<file path="src/rtl/store_data_packer.sv">
// Store-path formatter: replicates a narrowed store onto its byte lanes, builds byte enables,
// flags misaligned/illegal stores, and queues results in a 2-entry output FIFO.
// Optional macro STORE_TRUNC_CHECK_EN adds the per-entry lossy flag and the lossy_count counter.
`ifndef WORD_LEN
`define WORD_LEN 32
`endif

module store_data_packer #(
  parameter int WORD_LEN = `WORD_LEN,
  parameter int DEPTH    = 2
) (
  input  logic                clock,
  input  logic                reset,
  input  logic                in_valid,
  output logic                in_ready,
  input  logic [1:0]          in_size,
  input  logic [1:0]          in_addr_lo,
  input  logic [WORD_LEN-1:0] in_data,
  output logic                out_valid,
  input  logic                out_ready,
  output logic [WORD_LEN-1:0] out_data,
  output logic [3:0]          out_byte_en,
  output logic                out_error,
  output logic                out_lossy,
  output logic [15:0]         lossy_count
);

  typedef enum logic [1:0] {
    SZ_BYTE = 2'b00,
    SZ_HALF = 2'b01,
    SZ_WORD = 2'b10,
    SZ_BAD  = 2'b11
  } size_e;

  typedef struct packed {
    logic [WORD_LEN-1:0] data;
    logic [3:0]          byte_en;
    logic                error;
  } entry_t;

  entry_t     fmt;
  entry_t     mem_q [DEPTH];
  logic       wr_ptr_q, rd_ptr_q;
  logic [1:0] count_q, count_d;
  logic       push, pop;

  assign in_ready  = (count_q != 2'(DEPTH));
  assign out_valid = (count_q != 2'd0);
  assign push      = in_valid && in_ready;
  assign pop       = out_valid && out_ready;
  assign count_d   = count_q + {1'b0, push} - {1'b0, pop};

  // NOTE: every variable driven here gets a default first, so no path can infer a latch.
  always_comb begin
    fmt = '0;
    case (size_e'(in_size))
      SZ_BYTE: begin
        fmt.data    = {4{in_data[7:0]}};
        fmt.byte_en = 4'b0001 << in_addr_lo;
      end
      SZ_HALF: begin
        if (!in_addr_lo[0]) begin
          fmt.data    = {2{in_data[15:0]}};
          fmt.byte_en = in_addr_lo[1] ? 4'b1100 : 4'b0011;
        end else begin
          fmt.error = 1'b1;
        end
      end
      SZ_WORD: begin
        if (in_addr_lo == 2'b00) begin
          fmt.data    = in_data;
          fmt.byte_en = 4'b1111;
        end else begin
          fmt.error = 1'b1;
        end
      end
      default: fmt.error = 1'b1;
    endcase
  end

  // NOTE: sequential state uses non-blocking assignments so all registers update together.
  always_ff @(posedge clock or posedge reset) begin
    if (reset) begin
      count_q  <= 2'd0;
      wr_ptr_q <= 1'b0;
      rd_ptr_q <= 1'b0;
      for (int i = 0; i < DEPTH; i++) mem_q[i] <= '0;
    end else begin
      count_q <= count_d;
      if (push) begin
        mem_q[wr_ptr_q] <= fmt;
        wr_ptr_q        <= ~wr_ptr_q;
      end
      if (pop) rd_ptr_q <= ~rd_ptr_q;
    end
  end

  assign out_data    = out_valid ? mem_q[rd_ptr_q].data    : '0;
  assign out_byte_en = out_valid ? mem_q[rd_ptr_q].byte_en : 4'b0000;
  assign out_error   = out_valid ? mem_q[rd_ptr_q].error   : 1'b0;

`ifdef STORE_TRUNC_CHECK_EN
  logic        fmt_lossy;
  logic        lossy_q [DEPTH];
  logic [15:0] lossy_count_q;
  logic [23:0] upper_b;
  logic [15:0] upper_h;

  assign upper_b = in_data[31:8];
  assign upper_h = in_data[31:16];

  // Lossy when the discarded upper bits match neither zero- nor sign-extension of the kept part.
  always_comb begin
    fmt_lossy = 1'b0;
    if (!fmt.error) begin
      case (size_e'(in_size))
        SZ_BYTE: fmt_lossy = (upper_b != '0 && upper_b != '1) ||
                             (upper_b != {24{in_data[7]}} && upper_b != '0);
        SZ_HALF: fmt_lossy = (upper_h != '0 && upper_h != '1) ||
                             (upper_h != {16{in_data[15]}} && upper_h != '0);
        default: fmt_lossy = 1'b0;
      endcase
    end
  end

  always_ff @(posedge clock or posedge reset) begin
    if (reset) begin
      lossy_count_q <= 16'd0;
      for (int i = 0; i < DEPTH; i++) lossy_q[i] <= 1'b0;
    end else begin
      if (push) lossy_q[wr_ptr_q] <= fmt_lossy;
      if (pop && lossy_q[rd_ptr_q] && lossy_count_q != 16'hFFFF)
        lossy_count_q <= lossy_count_q + 16'd1;
    end
  end

  assign out_lossy   = out_valid ? lossy_q[rd_ptr_q] : 1'b0;
  assign lossy_count = lossy_count_q;
`else
  assign out_lossy   = 1'b0;
  assign lossy_count = 16'd0;
`endif

endmodule

</file>
<file path="config.mk">
export PLATFORM = sky130hd
export DESIGN_NAME = store_data_packer
export DESIGN_NICKNAME = d
export VERILOG_FILES = /design/src/rtl/store_data_packer.sv
export SDC_FILE = /design/constraint.sdc
export NUM_CORES = 1
export LEC_CHECK = 0
export BUFFER_PORTS_ARGS = -buffer_cell sky130_fd_sc_hd__buf_2
export CAP_MARGIN = 30
export CORE_ASPECT_RATIO = 2
export CORE_MARGIN = 1.5
export CORE_UTILIZATION = 50
export CTS_BUF_LIST = sky130_fd_sc_hd__clkbuf_16
export DETAILED_ROUTE_END_ITERATION = 8
export GPL_ROUTABILITY_DRIVEN = 0
export GPL_TIMING_DRIVEN = 0
export PLACE_DENSITY_LB_ADDON = 0.2
export RECOVER_POWER = 50
export SYNTH_ARGS = -nofsm -noshare
export SYNTH_HDL_FRONTEND = slang
export SYNTH_SLANG_ARGS = --single-unit
</file>
<file path="constraint.sdc">
create_clock -name clock -period 2.4 [get_ports clock]
set_input_delay 0.24 -clock clock [delete_from_list [all_inputs] [get_ports clock]]
set_output_delay 0.24 -clock clock [all_outputs]
set_load 0.005 [all_outputs]
</file>
==> results of run 1 <==
[metal layers]
metal / GRT usage (%) / wire length [µm] / vias up
li1: - / - / 1839
met1: 32.94 / 4947 / 1966
met2: 49.37 / 6990 / 225
met3: 4.389 / 853 / 41
met4: 16.35 / 594 / 0
met5: 0 / 0 / -
[sequential cells by signal, summed over array words and instances, names as in the netlist]
register / flops
wr_ptr_q: 1
mem_q: 74
rd_ptr_q: 1
count_q: 2
[report_power, final]
| group | internal, mW | total [mW] | switching [mW] |
|---|---|---|---|
| clock | 0.675 | 1.18 | 0.507 |
| sequential | 1.94 | 2.30 | 0.357 |
| combinational | 1.38 | 3.15 | 1.78 |
| total | 3.99 | 6.63 | 2.64 |
[cell type report]
| cell class | count | share of cell area (%) |
|---|---|---|
| Clock inverter | 7 | 0.5108 |
| Inverter | 6 | 0.4411 |
| Sequential cell | 78 | 36.22 |
| Buffer | 60 | 6.292 |
| Multi-Input combinational cell | 314 | 42.12 |
| Clock buffer | 9 | 4.179 |
| Tap cell | 102 | 2.368 |
| Timing Repair Buffer | 80 | 7.871 |
[synth_stat cells, types with 3 or more instances]
cell	number
inv_1	4
nand4_1	16
buf_6	4
mux2_2	17
buf_4	18
a21oi_1	19
nor2b_1	11
a221oi_1	8
o211ai_1	8
mux2_1	5
or4bb_1	3
o31ai_1	4
dfrtp_1	78
mux2i_1	37
nand3_1	3
nor3b_1	8
o2bb2ai_1	16
nor2_1	40
or3b_2	16
a31oi_1	50
xnor2_1	3
buf_2	15
o21ai_0	10
clkbuf_1	23
nand4bb_1	5
[worst paths after layout]
kind,endpoint,depth (start not counted),startpoint,slack [ps]
worst max-delay path,out_data[14],4,rd_ptr_q$_DFFE_PP0P_,180
worst min-delay path,rd_ptr_q$_DFFE_PP0P_,3,out_ready,200
worst max register to register,mem_q[22]$_DFFE_PP0P_,5,count_q[1]$_DFF_PP0_,400
worst min register to register,mem_q[21]$_DFFE_PP0P_,1,mem_q[21]$_DFFE_PP0P_,490
max in group asynchronous,mem_q[9]$_DFFE_PP0P_,4,reset,850
min in group asynchronous,mem_q[54]$_DFFE_PP0P_,3,reset,760
[worst reg2reg max path: cells and delay by family, from the launching register on]
| kind | cells | cell delay [ps] |
|---|---|---|
| flops | 1 | 430 |
| mux | 1 | 320 |
| buf+inv | 2 | 450 |
| simple gates | 2 | 680 |
[kinds of logic after synthesis]
| family | synth area share [%] |
|---|---|
| AOI/OAI and AO/OA | 18.27 |
| and+or+nand+nor | 15.95 |
| DFF | 43.13 |
| buffers and inverters | 8.045 |
| muxes | 13.66 |
| xor gates and xnor gates | 0.5807 |
| adders and majority gates | 0.2764 |
| other | 0.08286 |
[through the flow]
stage                     instance area (µm²)  std cells  TNS (ps)  hold WS (ps)
after floorplan                          4586        458         0         390.0
after global placement                   5104        638    -53020         468.0
after detailed placement                 5134        639         0         266.6
after CTS                                5400        656         0         192.0
after global routing                     5389        656         0         204.1
final                                    5389        656         0         199.9
[repair_timing]
action	CTS	global route
hold endpoints to repair	29	0
resized for setup	3	2
hold buffers	1	0
setup endpoints to repair	30	6
pin swaps	0	0
==> metrics.md, run 1 <==
| Metric | Value |
|---|---|
| Hpwl dp | just under 10000 µm |
| Total power | 6.630 mW |
| Startpoint types | flop |
| H-tree Lvls | 3 |
| Final WL | 13390 µm |
| Top cell type's share of synthesized area | between 40% and 50% |
| CTS Sinks | between 70 and 80 |
| Initial antenna violation count | 0 |
| Worst-case vdd ir drop | 0.6111 mV |
| Skew final | roughly 5.2 ps |
| Avg Inst Size Synth | about 10 µm² |
| CP bufs+invs | 2 |
| Register Area | 0.001952 mm² |
| WP data required | about 2200 ps |
| CP cell instances | clkbuf_1 > mux2i_1 > nor2_1 > buf_2 |
| Area growth syn-to-layout | 19.08% |
| Setup bufs post-CTS | 0 |
| First-pass GRT wire length | between 20000 and 25000 µm |
| Main synth FF type | dfrtp_1 |
| Leak Pwr | around 2.5 nW |
| Ant diodes | 0 |
| Chip height | approximately 140 µm |
| Routed vias | 4071 |
| Sequential share of the synthesized area | between 40% and 50% |
| Drt drc | 0 |
| Post-synthesis cell area | about 0.0045 mm² |
| Max-slew headroom | under 10% |
| Final min period | between 2000 and 2500 ps |
| Critical Path Slowest Stage Cell | clkbuf_1 |
| Synth warn | 0 |
| Starting DRT DRC Count | around 410 |
| Worst-Skew Late Latency | ~340 ps |
| Most area-consuming cells after synthesis | dfrtp_1 (43%), mux2i_1 (8.2%), a31oi_1 (6.9%) |
| Most common cell after layout, fill and taps aside | buf_2 |
| Run status | completed |
| Fin. Hold Viols | 0 |
| Critical path class | flop to output port |
| Fmax | ~450 MHz |
| Max FO, Critical Path | 10 |
| Number of I/O pins | 96 |
| Pin count of the biggest net entering global routing | 50 |
| Initial Utilization | 50.91% |
| Multi-input gate area | about 0.0023 mm² |
| NumNets Final | about 600 |
| Full die area | ~0.0097 mm² |
| WP data arrival | just under 2000 ps |
| Pre-CTS WS | about 270 ps |
| Clock Path Buffers | 2 |
| Maxcap violations | 0 |
| Core area | 0.008890 mm² |
| Grt total ovfl | 0 |
| CTS Root Cell | clkbuf_16 |
| HP Class | primary input to flop |
| DRT antenna net count | 0 |
| First-pass iteration count of the detailed router | 6 |
| Total track usage | about 28% |
| IO Port Bufs | 78 |
| Most frequent cells in the layout | buf_2 (89), dfrtp_1 (78), a31oi_1 (50) |
| Async SR Flop Fraction | 100.0% |
| Slew @ Worst Pin | ~1400 ps |
| Worst setup margin | approximately 180 ps |
| Final Max Tran Viols | 0 |
| Critical path's top delay family | buffers and inverters |
| Cells after synthesis | around 440 |
| Fillers | between 800 and 900 |
| Period Utilization, post-route | 92.32% |
| Post-layout utilization of the core | 60.62% |
| Wire per inst | between 20 and 25 µm |
| Yosys top cell by area | dfrtp_1 |
| Reg clk slew, reported paths | ~60 ps |
| CTS tree | done |
| Power Dens Cells | approximately 1200 mW/mm² |
| Vias in the first global route | 3961 |
| DR vias/cell | 6.206 |
| #FFs+latches synth | 78 |
| Die W | ~70 µm |
| Critical path capture point type | output port |
| Number of flops mapped to enable cells by yosys | 0 |
| Placement row count | between 40 and 50 |
| # setup viols final | 0 |
| Post-synth cell types | 40 |
| Share of cells above drive strength 1 | 29.96% |
| CP peak stage delay | between 700 and 800 ps |
| Total CTS buffers | 9 |
| RSZ-0062 raised after global routing | no |
(Power assumes the default switching activity.)
==> inputs of run 2 (changes only) <==
--- a/config.mk
+++ b/config.mk
@@ -7,10 +7,10 @@
 export LEC_CHECK = 0
 export BUFFER_PORTS_ARGS = -buffer_cell sky130_fd_sc_hd__buf_2
 export CAP_MARGIN = 30
-export CORE_ASPECT_RATIO = 2
 export CORE_MARGIN = 1.5
 export CORE_UTILIZATION = 50
 export CTS_BUF_LIST = sky130_fd_sc_hd__clkbuf_16
+export CTS_CLUSTER_DIAMETER = 40
 export DETAILED_ROUTE_END_ITERATION = 8
 export GPL_ROUTABILITY_DRIVEN = 0
 export GPL_TIMING_DRIVEN = 0
==> run 2 against run 1 <==
- the run now ends with max-capacitance violations left
- setup slack got worse by 83 ps
- power rose by 1.7%
- critical path depth rose by 1
- register-to-register slack got worse by 230 ps
- clock power rose by 11%
- critical path type unchanged
==> metrics.md, run 2 (same netlist as run 1, synthesis figures left out) <==
| Metric | Value |
|---|---|
| Critical path's top delay family | buffers and inverters (unchanged) |
| Ant diodes | 0 (unchanged) |
| Fin. Hold Viols | 0 (unchanged) |
| Final cell area excluding filler cells | 0.005414 mm² (was 0.005389 mm²) |
| WP data arrival | 2060 ps (was 1980 ps) |
| Die W | 98.14 µm (was 70.27 µm) |
| Max FO, Critical Path | 10 (unchanged) |
| CP peak stage delay | 450 ps (was 750 ps) |
| Area post-placement | 0.005141 mm² (was 0.005134 mm²) |
| Critical path's most frequent cell | buf_2 |
| Most frequent cells in the layout | buf_2 (90), dfrtp_1 (78), a31oi_1 (50) (was buf_2 (89), dfrtp_1 (78), a31oi_1 (50)) |
| Area growth syn-to-layout | 19.63% (was 19.08%) |
| Reg clk slew, reported paths | 60 ps (about the same) |
| Drt drc | 0 (unchanged) |
| Skew final | 4.901 ps (was 5.194 ps) |
| CP cell instances | buf_2 > buf_2 > mux2i_1 > nor2_1 > buf_2 (was clkbuf_1 > mux2i_1 > nor2_1 > buf_2) |
| Most common cell after layout, fill and taps aside | buf_2 (unchanged) |
| Power Dens Cells | 1246 mW/mm² (was 1230 mW/mm²) |
| Final min period | 2299 ps (was 2216 ps) |
| CP bufs+invs | 3 (was 2) |
| Critical path class | flop to output port (unchanged) |
| NumNets Final | 590 (unchanged) |
| DR vias/cell | 6.160 (was 6.206) |
| Hpwl dp | 9487 µm (was 9910 µm) |
| CTS Sinks | 78 (unchanged) |
| Total CTS buffers | 9 (unchanged) |
| HP Class | primary input to flop (unchanged) |
| Critical path capture point type | output port (unchanged) |
| CTS tree | done (unchanged) |
| Initial Utilization | 51.64% (was 50.91%) |
| Slew @ Worst Pin | 1461 ps (was 1415 ps) |
| Maxcap violations | 1 (was 0) |
| Vias in the first global route | 3917 (was 3961) |
| Full die area | 0.009630 mm² (was 0.009665 mm²) |
| IO Port Bufs | 78 (unchanged) |
| Number of flip-flops in the largest register | 74 (unchanged) |
| Total track usage | 28.21% (was 28.45%) |
| CTS Root Cell | clkbuf_16 (unchanged) |
| Pin count of the biggest net entering global routing | 49 (was 50) |
| Clock Path Buffers | 2 (unchanged) |
| Worst-case vdd ir drop | 0.6181 mV (was 0.6111 mV) |
| DRT antenna net count | 0 (unchanged) |
| Starting DRT DRC Count | 403 (was 414) |
| Period Utilization, post-route | 95.79% (was 92.32%) |
| First-pass GRT wire length | 21270 µm (was 20920 µm) |
| Final Max Tran Viols | 0 (unchanged) |
| Grt total ovfl | 0 (unchanged) |
| RSZ-0062 raised after global routing | no (unchanged) |
| First-pass iteration count of the detailed router | 5 (was 6) |
| Initial antenna violation count | 0 (unchanged) |
| Placement row count | 34 (was 49) |
| Chip height | 98.14 µm (was 137.5 µm) |
| Routed vias | 4072 (was 4071) |
| WP data required | 2160 ps (about the same) |
| Leak Pwr | 2.471 nW (was 2.488 nW) |
| Largest reg by FF count | mem_q (unchanged) |
| Placed Cells | 645 (was 639) |
| Non-Filler Instances | 661 (was 656) |
| Run status | finished with violations (was completed) |
| Fillers | 761 (was 808) |
| H-tree Lvls | 3 (unchanged) |
| Worst setup margin | 101.0 ps (was 184.3 ps) |
| Startpoint types | flop (unchanged) |
| Worst-Skew Late Latency | 330 ps (was 340 ps) |
| Number of I/O pins | 96 (unchanged) |
| Fmax | 435.0 MHz (was 451.3 MHz) |
| Share of cells above drive strength 1 | 30.02% (was 29.96%) |
| Wire per inst | 19.92 µm (was 20.40 µm) |
| Largest registers | mem_q (74), count_q (2) (unchanged) |
| Setup bufs post-CTS | 0 (unchanged) |
| Failing checks | max-capacitance violations |
| Max-slew headroom | 2.083% (was 5.153%) |
| Critical Path Slowest Stage Cell | buf_2 (was clkbuf_1) |
| Final WL | 13160 µm (was 13390 µm) |
| Pre-CTS WS | 321.8 ps (was 272.8 ps) |
| # setup viols final | 0 (unchanged) |
| Core area | 0.008763 mm² (was 0.008890 mm²) |
run 2: stage by stage:
stage	total power, mW	util, %	TNS, ps	hold slack [ps]
floorplan	4.318	-	0	390.0
global placement	5.326	58.32	-58130	467.7
detailed placement	5.427	58.67	0	275.2
CTS	6.754	61.99	0	211.7
global route	7.198	61.78	0	225.8
finish	6.745	61.78	0	216.9
run 2: timing repair:
item                       in CTS  in global routing
hold endpoints to repair       30                  0
resized for setup               1                  1
setup endpoints to repair      10                  1
gates cloned                    0                  0
hold buffers                    1                  0
run 2: tightest hold or removal path, stage by stage:
cell,delay [ps]
buf_2,130
nand2_1,70
xnor2_1,60
run 2: final cells by class:
cell class	instances	area (µm²)	share of cell area (%)
repair buffers	80	424.2	7.835
clock buffers	9	225.2	4.160
flip-flops and latches	78	1952	36.05
inverters	6	23.77	0.4391
clock inverters	6	55.05	1.017
well taps	108	135.1	2.496
plain buffers	60	335.3	6.194
multi-input cells	314	2263	41.81
run 2: layer usage:
| layer | up-vias | global-route usage, % | wire length, µm |
|---|---|---|---|
| met3 | 43 | 4.438 | 1019 |
| li1 | 1843 | - | - |
| met2 | 227 | 42.28 | 5913 |
| met4 | 0 | 11.05 | 458 |
| met5 | - | 0 | 0 |
| met1 | 1959 | 41.22 | 5773 |
run 2: where the power goes:
part | total (mW) | leakage (nW) | switching, mW | internal (mW)
registers | 2.29 | 0.962 | 0.354 | 1.94
clock network | 1.31 | 0.140 | 0.522 | 0.788
logic | 3.14 | 1.37 | 1.78 | 1.37
run 2: final timing paths:
path | start | to | slack (ps) | cells past startpoint
setup / recovery | rd_ptr_q$_DFFE_PP0P_ | out_byte_en[1] | 100 | 5
hold / removal | out_ready | rd_ptr_q$_DFFE_PP0P_ | 220 | 3
setup reg to reg | count_q[1]$_DFF_PP0_ | mem_q[40]$_DFFE_PP0P_ | 170 | 5
hold reg to reg | mem_q[40]$_DFFE_PP0P_ | mem_q[40]$_DFFE_PP0P_ | 490 | 1
max in group asynchronous | reset | mem_q[53]$_DFFE_PP0P_ | 820 | 4
min in group asynchronous | reset | mem_q[63]$_DFFE_PP0P_ | 790 | 3
